===== config.mk =====
export PLATFORM = sky130hd
export DESIGN_NAME = alu_issue_stage
export DESIGN_NICKNAME = d
export VERILOG_FILES = /design/src/rtl/alu_pkg.sv /design/src/rtl/alu_regfile.sv /design/src/rtl/alu_issue_stage.sv
export SDC_FILE = /design/constraint.sdc
export NUM_CORES = 1
export LEC_CHECK = 0
export ABC_AREA = 1
export CAP_MARGIN = 20
export CORE_MARGIN = 2
export CORE_UTILIZATION = 51
export CTS_CLUSTER_SIZE = 14
export DETAILED_ROUTE_END_ITERATION = 6
export MAX_ROUTING_LAYER = met4
export PLACE_DENSITY = 0.84
export SYNTH_ARGS = -nofsm -noshare
export SYNTH_HDL_FRONTEND = slang
export SYNTH_SLANG_ARGS = --single-unit

===== constraint.sdc =====
create_clock -name clk -period 1.85 [get_ports clk]
set_input_delay 0.2775 -clock clk [delete_from_list [all_inputs] [get_ports clk]]
set_output_delay 0.2775 -clock clk [all_outputs]
set_load 0.05 [all_outputs]

===== src/rtl/alu_pkg.sv =====
// Shared definitions for the ALU issue stage: default widths, opcode encodings
// and the bit layout of the {n,z,c,v} flag nibble.
package alu_pkg;

  localparam int ALU_OPSIZE = 4;
  localparam int ALU_DSIZE  = 16;
  localparam int ALU_NREGS  = 8;
  localparam int ALU_ASIZE  = 3;

  localparam logic [3:0] OP_PASSA = 4'b0000;
  localparam logic [3:0] OP_INC   = 4'b0001;
  localparam logic [3:0] OP_SUB   = 4'b0011;
  localparam logic [3:0] OP_ADD   = 4'b0100;
  localparam logic [3:0] OP_PASSB = 4'b0110;
  localparam logic [3:0] OP_DEC   = 4'b0111;
  localparam logic [3:0] OP_AND   = 4'b1000;
  localparam logic [3:0] OP_OR    = 4'b1001;
  localparam logic [3:0] OP_XOR   = 4'b1010;
  localparam logic [3:0] OP_NOT   = 4'b1011;

  localparam int FLG_N = 3;
  localparam int FLG_Z = 2;
  localparam int FLG_C = 1;
  localparam int FLG_V = 0;

  function automatic logic [3:0] pack_flags(input logic n, input logic z,
                                            input logic c, input logic v);
    logic [3:0] f;
    f        = '0;
    f[FLG_N] = n;
    f[FLG_Z] = z;
    f[FLG_C] = c;
    f[FLG_V] = v;
    return f;
  endfunction

endpackage


===== src/rtl/alu_regfile.sv =====
// NREGS x DSIZE register file: one synchronous write port, two asynchronous
// read ports, every entry cleared by the synchronous active-low reset.
module alu_regfile
  import alu_pkg::*;
#(
  parameter int DSIZE = ALU_DSIZE,
  parameter int NREGS = ALU_NREGS,
  parameter int ASIZE = ALU_ASIZE
) (
  input  logic             clk,
  input  logic             rst_n,
  input  logic             we,
  input  logic [ASIZE-1:0] waddr,
  input  logic [DSIZE-1:0] wdata,
  input  logic [ASIZE-1:0] raddr_a,
  output logic [DSIZE-1:0] rdata_a,
  input  logic [ASIZE-1:0] raddr_b,
  output logic [DSIZE-1:0] rdata_b
);

  logic [DSIZE-1:0] regs [NREGS];

  always_ff @(posedge clk) begin
    if (!rst_n) begin
      for (int i = 0; i < NREGS; i++) begin
        regs[i] <= '0;
      end
    end else if (we) begin
      regs[waddr] <= wdata;
    end
  end

  assign rdata_a = regs[raddr_a];
  assign rdata_b = regs[raddr_b];

endmodule


===== src/rtl/alu_issue_stage.sv =====
// Operand/issue stage for the 16-bit ALU: E stage holds registered ALU operands,
// R stage holds the result until downstream takes it; E->A forwarding of alu_f.
module alu_issue_stage
  import alu_pkg::*;
#(
  parameter int OPSIZE = ALU_OPSIZE,
  parameter int DSIZE  = ALU_DSIZE,
  parameter int NREGS  = ALU_NREGS,
  parameter int ASIZE  = ALU_ASIZE
) (
  input  logic              clk,
  input  logic              rst_n,
  input  logic              cmd_valid,
  output logic              cmd_ready,
  input  logic [OPSIZE-1:0] cmd_op,
  input  logic [ASIZE-1:0]  cmd_ra,
  input  logic [ASIZE-1:0]  cmd_rb,
  input  logic [ASIZE-1:0]  cmd_rd,
  input  logic              cmd_imm_sel,
  input  logic [DSIZE-1:0]  cmd_imm,
  output logic [OPSIZE-1:0] alu_op,
  output logic [DSIZE-1:0]  alu_a,
  output logic [DSIZE-1:0]  alu_b,
  input  logic [DSIZE-1:0]  alu_f,
  input  logic              alu_n,
  input  logic              alu_c,
  input  logic              alu_v,
  output logic              res_valid,
  input  logic              res_ready,
  output logic [DSIZE-1:0]  res_data,
  output logic [ASIZE-1:0]  res_rd,
  output logic [3:0]        res_flags
);

  logic             e_valid;
  logic [ASIZE-1:0] e_rd;
  logic             adv_e;
  logic             accept;
  logic [DSIZE-1:0] rf_a;
  logic [DSIZE-1:0] rf_b;
  logic [DSIZE-1:0] fwd_a;
  logic [DSIZE-1:0] fwd_b;

  assign adv_e     = e_valid && (!res_valid || res_ready);
  assign cmd_ready = !e_valid || adv_e;
  assign accept    = cmd_valid && cmd_ready;

  // The result leaving E this edge is not yet in the regfile, so bypass it.
  assign fwd_a = (adv_e && (e_rd == cmd_ra)) ? alu_f : rf_a;
  assign fwd_b = (adv_e && (e_rd == cmd_rb)) ? alu_f : rf_b;

  alu_regfile #(
    .DSIZE (DSIZE),
    .NREGS (NREGS),
    .ASIZE (ASIZE)
  ) u_rf (
    .clk     (clk),
    .rst_n   (rst_n),
    .we      (adv_e),
    .waddr   (e_rd),
    .wdata   (alu_f),
    .raddr_a (cmd_ra),
    .rdata_a (rf_a),
    .raddr_b (cmd_rb),
    .rdata_b (rf_b)
  );

  always_ff @(posedge clk) begin
    if (!rst_n) begin
      e_valid <= 1'b0;
      e_rd    <= '0;
      alu_op  <= '0;
      alu_a   <= '0;
      alu_b   <= '0;
    end else if (accept) begin
      e_valid <= 1'b1;
      e_rd    <= cmd_rd;
      alu_op  <= cmd_op;
      alu_a   <= fwd_a;
      alu_b   <= cmd_imm_sel ? cmd_imm : fwd_b;
    end else if (adv_e) begin
      e_valid <= 1'b0;
    end
  end

  always_ff @(posedge clk) begin
    if (!rst_n) begin
      res_valid <= 1'b0;
      res_data  <= '0;
      res_rd    <= '0;
      res_flags <= '0;
    end else if (adv_e) begin
      res_valid <= 1'b1;
      res_data  <= alu_f;
      res_rd    <= e_rd;
      res_flags <= pack_flags(alu_n, alu_f == '0, alu_c, alu_v);
    end else if (res_valid && res_ready) begin
      res_valid <= 1'b0;
    end
  end

  // A stalled result must hold its payload until downstream takes it.
  a_res_stable: assert property (@(posedge clk) disable iff (!rst_n)
    (res_valid && !res_ready) |=> (res_valid && $stable(res_data) &&
                                   $stable(res_rd) && $stable(res_flags)));

endmodule


# [Word-level counts from Yosys, hierarchy flattened]
# Memories as Yosys holds them, arrays and structs flattened. A register that Yosys moved wholly into a read port is not among the register bits.
# Cells that the tools add are included.
# W data, S select, Z words.
[word_totals] ramBits=128 output_inout_bits=61 word_cells=36 n_memories=1 inputBits=53 regBits=48
[op_classes] eq_ne=1 n_mux=13 reduce_logical=13
[mem_list] memory="u_rf.regs" words=8 word_bits=16 read_ports=2 rd_clocked_by_memory_dff=1 wr=8 line_no="alu_regfile.sv:21" text="logic [DSIZE-1:0] regs [NREGS];"
[ops] op="$mux W16" count=3
[ops] op="$logic_not A16 Y1" count=1
[ops] op="$reduce_or A16 Y1" count=1
[ops] op="$mux W1" count=9
[ops] op="$logic_and A1 B1 Y1" count=4
[ops] op="$reduce_bool A2 Y1" count=2
[ops] op="$eq A3 B3 Y1" count=1
[ops] op="$logic_not A1 Y1" count=3
[ops] op="$mux W3" count=1
[ops] op="$logic_or A1 B1 Y1" count=2

# [Longest topological paths before layout]
# Gate-level depths: netlist of the first run.
[depth] depth_word=8 mapped_depth=12 mapped_depth_nobuf=10

# [By module]
# Synthesis of the first run repeated with hierarchy kept, for this count alone.
[hier_totals] hier_cells=1471 area_unflattened_um2=10586.4
[modules_own_cells] module="alu_regfile" seq_area_each_um2=3843.7 cells_per_inst=1032 area_each_um2=7536.0 instances=1
[modules_own_cells] module="alu_issue_stage" seq_area_each_um2=1281.2 cells_per_inst=439 area_each_um2=3050.4 instances=1

# [Worst setup path after synthesis of the first run]
# No wires, ideal clock.
[synth_path] path_type="reg-to-reg" start="register res_valid" end="memory u_rf.regs[1][0] (netlist name), enable pin" required_time_ns=1.485 stages_incl_launch_ff=7 slack_ns=-0.390 setup_ns=0.365 n_path_buf=1 period_less_slack_ns=2.240 arrival_time_ns=1.875 path_cell_list="dfxtp_1 -> nand2_1 -> nand2_2 -> nor3_2 -> nand2_1 -> clkbuf_1 -> nand2_1"
[synth_lines] element="start, declared" line_no="alu_issue_stage.sv:28" text="output logic res_valid,"
[synth_lines] element="start signal, assigned" line_no="alu_issue_stage.sv:88" text="res_valid <= 1'b0;"
[synth_lines] element="start signal, assigned" line_no="alu_issue_stage.sv:93" text="res_valid <= 1'b1;"
[synth_lines] element="start signal, assigned" line_no="alu_issue_stage.sv:98" text="res_valid <= 1'b0;"
[synth_lines] element="end, declared" line_no="alu_regfile.sv:21"

# [Worst setup path after layout of the first run]
[layout_path] start="register alu_a[6] (read register of u_rf.regs)" end="output alu_a[6]"
[layout_lines] element="start, declared" line_no="alu_issue_stage.sv:22" text="output logic [DSIZE-1:0] alu_a,"
# No word-level cell between the ends.

==> run_results.csv, run 1 <==
group,metric,value,unit
power,power.density,853,nW/um^2
worst_setup_path,critPathBufInv,1,
global_route,antenna_found_initial,1,
sta,fin_ws,72.1,ps
synth,synth_fp_nets,1383,
synth,synth-seq-cells,192,
worst_hold_path,holdCritPathClass,"primary input to register",
final_layout,syn_to_final_growth,25.4,%
final_layout,fin_util,0.649,
final_layout,drive_gt1_frac,0.104,
routing,drt_pass1_iterations,6,
power,vdd_drop_max,0.693,mV
routing,routed_via_density,5.70,
final_layout,final_cell_mix,"270 x nand2_1, 197 x nor2_1, 177 x nand3_1, 151 x inv_1, 128 x edfxtp_1",
worst_setup_path,path_class,"register to output port",
clocking,cts_max_level,4,
global_route,track_usage,0.343,
worst_setup_path,cpLargestDelayFamily,"buffers and inverters",
clocking,holdBufCountCts,0,
sta,setup_viol,0,
floorplanning,io_pins,114,
sta,finalCriticalPeriod,1780,ps
clocking,cts_tree,"yes",
synth,ys_warn_count,0,
global_route,grt_overflow,0,
floorplanning,initial_core_util,0.517,
place,numPortBuffers,113,
clocking,cts_sinks,192,
synth,synth-simple-area-share,0.277,
worst_setup_path,crit_required,1570,ps
clocking,clk_pin_slew,80,ps
worst_setup_path,worstPathArrival,1500,ps
place,place.gp.congestion,1.03,
routing,drt_iter0_markers,1979,
floorplanning,die_h,144,um
final_layout,fin_nets,1511,
outcome,status,"completed",
sta,timing.final.crit_share,0.961,
sta,finClkSkew,14.3,ps
synth,seq_area_frac_synth,0.512,
routing,vias,9900,
synth,syn_area,10000,sq um
routing,ant_nets,0,
floorplanning,fp.dieW,144,um
clocking,cts-root-buf,"clkbuf_16",
routing,avgRoutedWirePerCell,19.7,um
run,maxCapViolations,0,
synth,synth_xor_xnor_area_share,0.00263,
synth,syn_inst,1330,
place,dp_hpwl,24.6,mm
power,p_leak,5.76,nW
sta,maxSlewViolCount,0,
final_layout,final_common_cell,"nand2_1",
floorplanning,core-area,19300,sq um
clocking,clockBufferDepth,2,
sta,tns,0,ps
worst_setup_path,slowest_delay,580,ps
worst_setup_path,cpMaxStageDelayCell,"dlygate4sd2_1",
clocking,clock_latency,440,ps
global_route,grt_pass1_wl,51.3,mm
synth,synth_compound_area_frac,0.107,
worst_setup_path,path_max_fanout,2,
place,place_ws,-200,ps
sta,worst_slew_margin_rel,0.638,
global_route,grt_pass1_vias,8678,
routing,drt_wl_total,34.2,mm
global_route,grt_max_degree,55,
synth,synthMuxAreaShare,0,
routing,drc,0,
synth,synth_top_family_by_area,"simple AND/OR/NAND/NOR gates",
worst_setup_path,critPathLaunchType,"register",
synth,syn_area_per_cell,7.52,sq um
final_layout,fin_area,12500,sq um
place,dpl_cell_area,12000,sq um
synth,synth_fa_ha_area_frac,0,
sta,rsz0062_at_grt,"false",
floorplanning,die_area,20800,sq um
worst_setup_path,path_cells,"dlygate4sd2_1",
worst_setup_path,end_kind,"output port",
sta,worst_pin_slew,546,ps
clocking,cts_made_buffers,17,
power,power,10.7,mW
synth,post_synth_num_cell_types,26,
floorplanning,num_rows,51,
sta,finalHoldViolCount,0,
sta,maxClockFrequency,562,MHz
[cell usage after synthesis, drive strengths merged]
library cell,count,area share
nor3,2,0.0015
a21oi,112,0.056
dfxtp,64,0.13
nor4,2,0.0013
clkinv,9,0.0034
a31o,1,0.00088
inv,158,0.059
edfxtp,128,0.38
nand3,178,0.089
nor2,201,0.078
nand4,2,0.0013
buf,29,0.016
o21ai,99,0.050
nand2,281,0.11
clkbuf,61,0.023
xor2,3,0.0026
[metrics by stage]
step	std cells	hold slack, ps
after floorplan	1330	444
after global placement	1704	451
after detailed placement	1704	456
after CTS	1736	458
after global routing	1736	476
final	1737	455
[state kept, by name, indices dropped and copies added (netlist names), 3 cells and up]
register	flops
alu_a	16
alu_b	16
alu_op	4
e_rd	3
res_data	16
res_flags	4
res_rd	3
u_rf.regs	128
[final timing paths]
check / from / end / slack (ps) / cells past startpoint
max: alu_a[6]$_SDFFE_PN0P_ / alu_a[6] / 70 / 1
min: alu_v / res_flags[0]$_SDFFE_PN0P_ / 450 / 3
max reg2reg: res_valid$_SDFFE_PN0P_ / u_rf.regs[5][11]$_SDFFCE_PN0P_ / 230 / 7
min reg2reg: alu_b[2]$_SDFFE_PN0P_ / alu_b[2]$_SDFFE_PN0P_ / 460 / 2
[report_power, final]
group | internal (mW) | switching, mW | leakage (nW) | total, mW
Clock | 1.90 | 1.89 | 0.298 | 3.79
Combinational | 0.639 | 1.36 | 3.62 | 2.00
Sequential | 4.79 | 0.127 | 1.85 | 4.91
[routing by layer]
metal	vias to the layer above	global-route usage	share of wire	wire length (um)
met5	-	-	0	0
met3	76	0.0656	0.12	4140
met2	669	0.489	0.44	15100
met1	4593	0.486	0.40	13800
li1	4562	-	-	-
met4	0	0.136	0.036	1220
[cell families after synthesis]
kind of cell | Yosys count
AOI/OAI and AO/OA | 212
DFF | 192
and+or+nand+nor | 666
buffers and inverters | 257
xor gates and xnor gates | 3
[area by class of cell]
type | count | area, sq um
Fill cell | 1617 | 6790
Clock inverter | 14 | 158
Antenna cell | 1 | 2.50
Timing Repair Buffer | 199 | 1960
Sequential cell | 192 | 5130
Clock buffer | 18 | 450
Tap cell | 265 | 332
Inverter | 167 | 627
Multi-Input combinational cell | 881 | 3890
[what timing repair did]
item | 4_1_cts | 5_1_grt
setup buffers | 0 | 0
endpoints found under the hold margin | 0 | 0
resized for setup | 55 | 0
setup endpoints to repair | 55 | 0
No activity file was read; power rests on OpenSTA's default activity.
==> inputs of run 2 (changes only) <==
Settings changed: CORE_UTILIZATION 51 to 61, PLACE_DENSITY 0.84 to 0.94.
Clock period 1.85 ns to 2.23 ns, I/O delays scaled along.
==> run 2 against run 1 <==
The run now ends with DRC left. Core utilization grew 12 points. Combinational power shrank 17%. Hold slack gained 12 ps. Flip-flop and latch count is the same. Largest power group unchanged. Highest routed layer unchanged.
==> run_results.csv, run 2 (synthesis gave the netlist of run 1 again) <==
group,metric,value,unit
worst_setup_path,end_kind,"output port",
worst_setup_path,r2r_slack,290,ps
sta,maxClockFrequency,468,MHz
clocking,cts_tree,"yes",
run,maxCapViolations,0,
sta,rsz0062_at_grt,"false",
floorplanning,io_pins,114,
floorplanning,die_h,132,um
power,pwr-share-seq,0.468,
global_route,antenna_found_initial,0,
place,dpl_cell_area,11700,sq um
floorplanning,die_area,17400,sq um
final_layout,syn_to_final_growth,22.5,%
clocking,postCtsSetupRepairBufs,0,
place,dp_hpwl,23.5,mm
worst_hold_path,hold_depth,2,
power,pwr-share-comb,0.191,
worst_setup_path,critPathLaunchType,"register",
final_layout,final_common_cell,"nand2_1",
final_layout,regMostFlops,"u_rf.regs",
worst_setup_path,timing.rr.end,"alu_b[4]$_SDFFE_PN0P_",
final_layout,fillers,1128,
worst_hold_path,hold_path_end,"alu_b[4]$_SDFFE_PN0P_",
routing,drt_pass1_iterations,7,
floorplanning,core-area,15900,sq um
sta,timing.final.crit_share,0.959,
clocking,cts-resized-gates,0,
worst_setup_path,cp-startpoint,"alu_a[2]$_SDFFE_PN0P_",
sta,finalHoldViolCount,0,
final_layout,drive_gt1_frac,0.0850,
final_layout,fin_area,12300,sq um
worst_setup_path,reg2reg_depth,9,
power,p_leak,5.41,nW
worst_setup_path,cpMaxStageDelayCell,"clkdlybuf4s50_1",
global_route,grt_overflow,0,
global_route,grt_pass1_wl,51.2,mm
place,place.gp.congestion,1.03,
routing,wl_met1,11.8,mm
worst_setup_path,cpLargestDelayFamily,"buffers and inverters",
sta,worst_pin_slew,692,ps
routing,dr_wl_met3,4.93,mm
place,numPortBuffers,113,
worst_setup_path,critPathBufInv,1,
worst_hold_path,hold_path_startpoint,"alu_b[4]$_SDFFE_PN0P_",
clocking,holdBufCountCts,0,
final_layout,fin_util,0.769,
sta,finClkSkew,8.75,ps
global_route,track_usage,0.398,
final_layout,largest_reg_flops,128,
power,power.density,710,nW/um^2
worst_setup_path,path_cells,"clkdlybuf4s50_1",
sta,finalCriticalPeriod,2140,ps
routing,vias,10100,
final_layout,final_cell_mix,"278 x nand2_1, 197 x nor2_1, 178 x nand3_1, 151 x inv_1, 128 x edfxtp_1",
routing,drt_iter0_markers,1505,
routing,drc,10,
floorplanning,num_rows,46,
outcome,violations,"DRC",
worst_setup_path,crit_required,1900,ps
power,p_sw,2.63,mW
power,vdd_drop_max,0.593,mV
power,power,8.70,mW
routing,met2_length,14.8,mm
final_layout,fin_nets,1498,
worst_setup_path,path_class,"register to output port",
global_route,grt_pass1_vias,9359,
floorplanning,fp.dieW,132,um
floorplanning,initial_core_util,0.627,
sta,tns,0,ps
final_layout,diodes,0,
outcome,status,"finished, violations left",
global_route,grt_max_degree,55,
clocking,cts_made_buffers,17,
routing,routed.top_layer,"met4",
power,p_clk_frac,0.341,
power,cellInternalPower,6.07,mW
worst_setup_path,worstPathArrival,1800,ps
clocking,clockBufferDepth,2,
sta,maxSlewViolCount,0,
worst_hold_path,holdCritPathClass,"register to register",
routing,routed_via_density,6.03,
clocking,cts-root-buf,"clkbuf_16",
sta,worst_slew_margin_rel,0.538,
routing,drt_wl_total,33.6,mm
sta,setup_viol,0,
power,swShare,0.302,
clocking,clock_latency,440,ps
clocking,clk_pin_slew,70,ps
routing,avgRoutedWirePerCell,20.1,um
worst_setup_path,slowest_delay,870,ps
routing,ant_nets,0,
clocking,cts_sinks,192,
clocking,cts_max_level,4,
worst_setup_path,worstReg2RegStart,"e_rd[2]$_SDFFE_PN0P_",
worst_setup_path,path_max_fanout,2,
[run 2: per-stage QoR]
stage	instances	hold WS (ps)	setup WS, ps
5_1_grt	1674	485	96.0
6_report	1674	466	91.5
4_1_cts	1674	467	167
3_3_place_gp	1642	452	138
2_1_floorplan	1330	470	190
3_5_place_dp	1642	456	132
[run 2: worst max-delay path by stage]
stage,slack (ps),cells after the start,to
detailed placement,130,9,u_rf.regs[6][8]$_SDFFCE_PN0P_
global placement,140,10,alu_b[0]$_SDFFE_PN0P_
CTS,170,1,alu_a[9]
global route,100,1,alu_a[9]
finish,90,1,alu_a[2]
floorplan,190,6,u_rf.regs[0][0]$_SDFFCE_PN0P_
[run 2: power groups by stage]
stage               Combinational [mW]  Sequential (mW)  Clock, mW
CTS                               1.62             4.07       2.96
global route                      1.76             4.09       3.09
floorplan                        0.689             4.40          0
finish                            1.66             4.08       2.96
global placement                  1.58             4.14          0
detailed placement                1.61             4.15          0
[run 2: area by class of cell]
class                      count  area, sq um  share of cell area
clock inverter                14          134              0.0109
inverter                     167          627              0.0511
tap                          216          270              0.0220
clock buffer                  18          429              0.0350
sequential                   192         5130               0.418
timing repair buffer         186         1800               0.147
multi-input combinational    881         3870               0.316
[run 2: metal layers]
layer	track usage	vias to the layer above
li1	-	4523
met1	0.497	4598
met2	0.586	810
met3	0.111	155
met4	0.222	0
met5	-	-
==> inputs of run 3 (changes only) <==
Settings changed: CAP_MARGIN 20 to not set, CORE_UTILIZATION 61 to 63, CTS_BUF_LIST set to sky130_fd_sc_hd__clkbuf_8, PLACE_DENSITY 0.94 to 0.95.
==> run 3 against run 2 <==
The run still ends with DRC left. Clock power decreased by 23%. Register-to-register slack improved by 70 ps. Hold slack got worse by 2.7 ps. Flip-flop and latch count unchanged. Power decreased by 7.9%. Cell count decreased by 0.42%. Critical endpoint unchanged.
==> run_results.csv, run 3 (synthesis gave the netlist of run 1 again) <==
group,metric,value,unit
worst_setup_path,critPathBufInv,1,
worst_hold_path,hold_path_end,"res_flags[1]$_SDFFE_PN0P_",
worst_setup_path,timing.rr.end,"alu_b[12]$_SDFFE_PN0P_",
power,power,8.02,mW
worst_setup_path,end_kind,"output port",
sta,finClkSkew,12.1,ps
worst_setup_path,worstReg2RegStart,"e_rd[1]$_SDFFE_PN0P_",
worst_setup_path,path_class,"register to output port",
global_route,grt_max_degree,73,
worst_setup_path,reg2reg_depth,9,
clocking,cts-root-buf,"clkbuf_8",
place,numPortBuffers,113,
worst_setup_path,path_cells,"clkdlybuf4s50_1",
global_route,grt_pass1_vias,9158,
floorplanning,fp.dieW,130,um
floorplanning,num_rows,46,
final_layout,final_common_cell,"nand2_1",
final_layout,regMostFlops,"u_rf.regs",
routing,ant_nets,0,
clocking,cts-resized-gates,0,
power,vdd_drop_max,0.519,mV
worst_hold_path,holdCritPathClass,"primary input to register",
global_route,grt_overflow,0,
clocking,postCtsSetupRepairBufs,0,
routing,routed.top_layer,"met4",
final_layout,final_cell_mix,"278 x nand2_1, 197 x nor2_1, 178 x nand3_1, 151 x inv_1, 128 x edfxtp_1",
run,maxCapViolations,0,
clocking,cts_tree,"yes",
final_layout,diodes,0,
worst_setup_path,worstPathArrival,1840,ps
global_route,antenna_found_initial,0,
floorplanning,initial_core_util,0.637,
final_layout,syn_to_final_growth,20.3,%
clocking,cts_sinks,192,
sta,worst_slew_margin_rel,0.539,
final_layout,fin_nets,1491,
routing,routed_via_density,6.03,
worst_setup_path,slowest_delay,860,ps
final_layout,fillers,1151,
clocking,clock_latency,490,ps
routing,drc,6,
power,p_leak,5.31,nW
routing,met2_length,14.8,mm
routing,drt_iter0_markers,1729,
worst_setup_path,critPathLaunchType,"register",
sta,worst_pin_slew,690,ps
worst_setup_path,path_max_fanout,2,
place,place.gp.congestion,1.04,
routing,dr_wl_met3,5.09,mm
worst_setup_path,crit_required,1900,ps
worst_hold_path,hold_depth,3,
routing,avgRoutedWirePerCell,20.2,um
sta,finalCriticalPeriod,2170,ps
sta,maxClockFrequency,461,MHz
floorplanning,die_area,16900,sq um
clocking,clk_pin_slew,110,ps
place,dp_hpwl,23.0,mm
sta,fin_ws,59.1,ps
routing,vias,10100,
worst_setup_path,cpLargestDelayFamily,"buffers and inverters",
global_route,grt_pass1_wl,50.4,mm
final_layout,drive_gt1_frac,0.0820,
final_layout,largest_reg_flops,128,
clocking,cts_made_buffers,17,
sta,setup_viol,0,
sta,finalHoldViolCount,0,
clocking,cts_max_level,4,
floorplanning,core-area,15700,sq um
outcome,status,"finished, violations left",
sta,maxSlewViolCount,0,
floorplanning,io_pins,114,
clocking,clockBufferDepth,2,
worst_hold_path,hold_path_startpoint,"alu_c",
worst_setup_path,r2r_slack,360,ps
place,place_ws,64.0,ps
routing,wl_met1,11.5,mm
sta,tns,0,ps
floorplanning,die_h,130,um
power,power.density,666,nW/um^2
sta,timing.final.crit_share,0.973,
clocking,holdBufCountCts,0,
worst_setup_path,cpMaxStageDelayCell,"clkdlybuf4s50_1",
sta,rsz0062_at_grt,"false",
outcome,violations,"DRC",
routing,drt_pass1_iterations,7,
routing,drt_wl_total,33.7,mm
global_route,track_usage,0.415,
-- run 3: power breakdown --
| group | switching, mW | internal [mW] | total, mW |
|---|---|---|---|
| sequential | 0.106 | 3.97 | 4.08 |
| clock | 1.36 | 0.923 | 2.28 |
| combinational | 1.12 | 0.536 | 1.66 |
-- run 3: cell type report --
cell class	instances	area [sq um]	share of cell area
repair buffers	179	1760	0.147
inverters	167	627	0.0521
multi-input cells	881	3870	0.321
clock buffers	17	234	0.0194
clock inverters	15	148	0.0123
flip-flops and latches	192	5130	0.426
well taps	216	270	0.0225
-- run 3: stage by stage --
step                instance area (sq um)  hold slack [ps]  utilization  cells
finish                              12000              464        0.766   1667
global route                        12000              490        0.766   1667
CTS                                 12000              467        0.766   1667
detailed placement                  11700              455        0.742   1635
global placement                    11700              451        0.742   1635
floorplan                           10000              470            -   1330
-- run 3: layer usage --
layer | vias up | GRT usage
met4 | 0 | 0.246
met3 | 179 | 0.127
met5 | - | -
li1 | 4508 | -
met2 | 818 | 0.597
met1 | 4549 | 0.520
-- run 3: how the worst max path moves through the flow --
stage                      startpoint                            end  slack [ps]  cells past startpoint
2_1_floorplan  res_valid$_SDFFE_PN0P_  u_rf.regs[0][0]$_SDFFCE_PN0P_         190                      6
3_3_place_gp                cmd_rb[2]         alu_b[12]$_SDFFE_PN0P_          80                      9
3_5_place_dp                cmd_rb[2]         alu_b[12]$_SDFFE_PN0P_          60                     10
4_1_cts         alu_a[2]$_SDFFE_PN0P_                       alu_a[2]         110                      1
5_1_grt         alu_a[9]$_SDFFE_PN0P_                       alu_a[9]          60                      1
6_report        alu_a[2]$_SDFFE_PN0P_                       alu_a[2]          60                      1
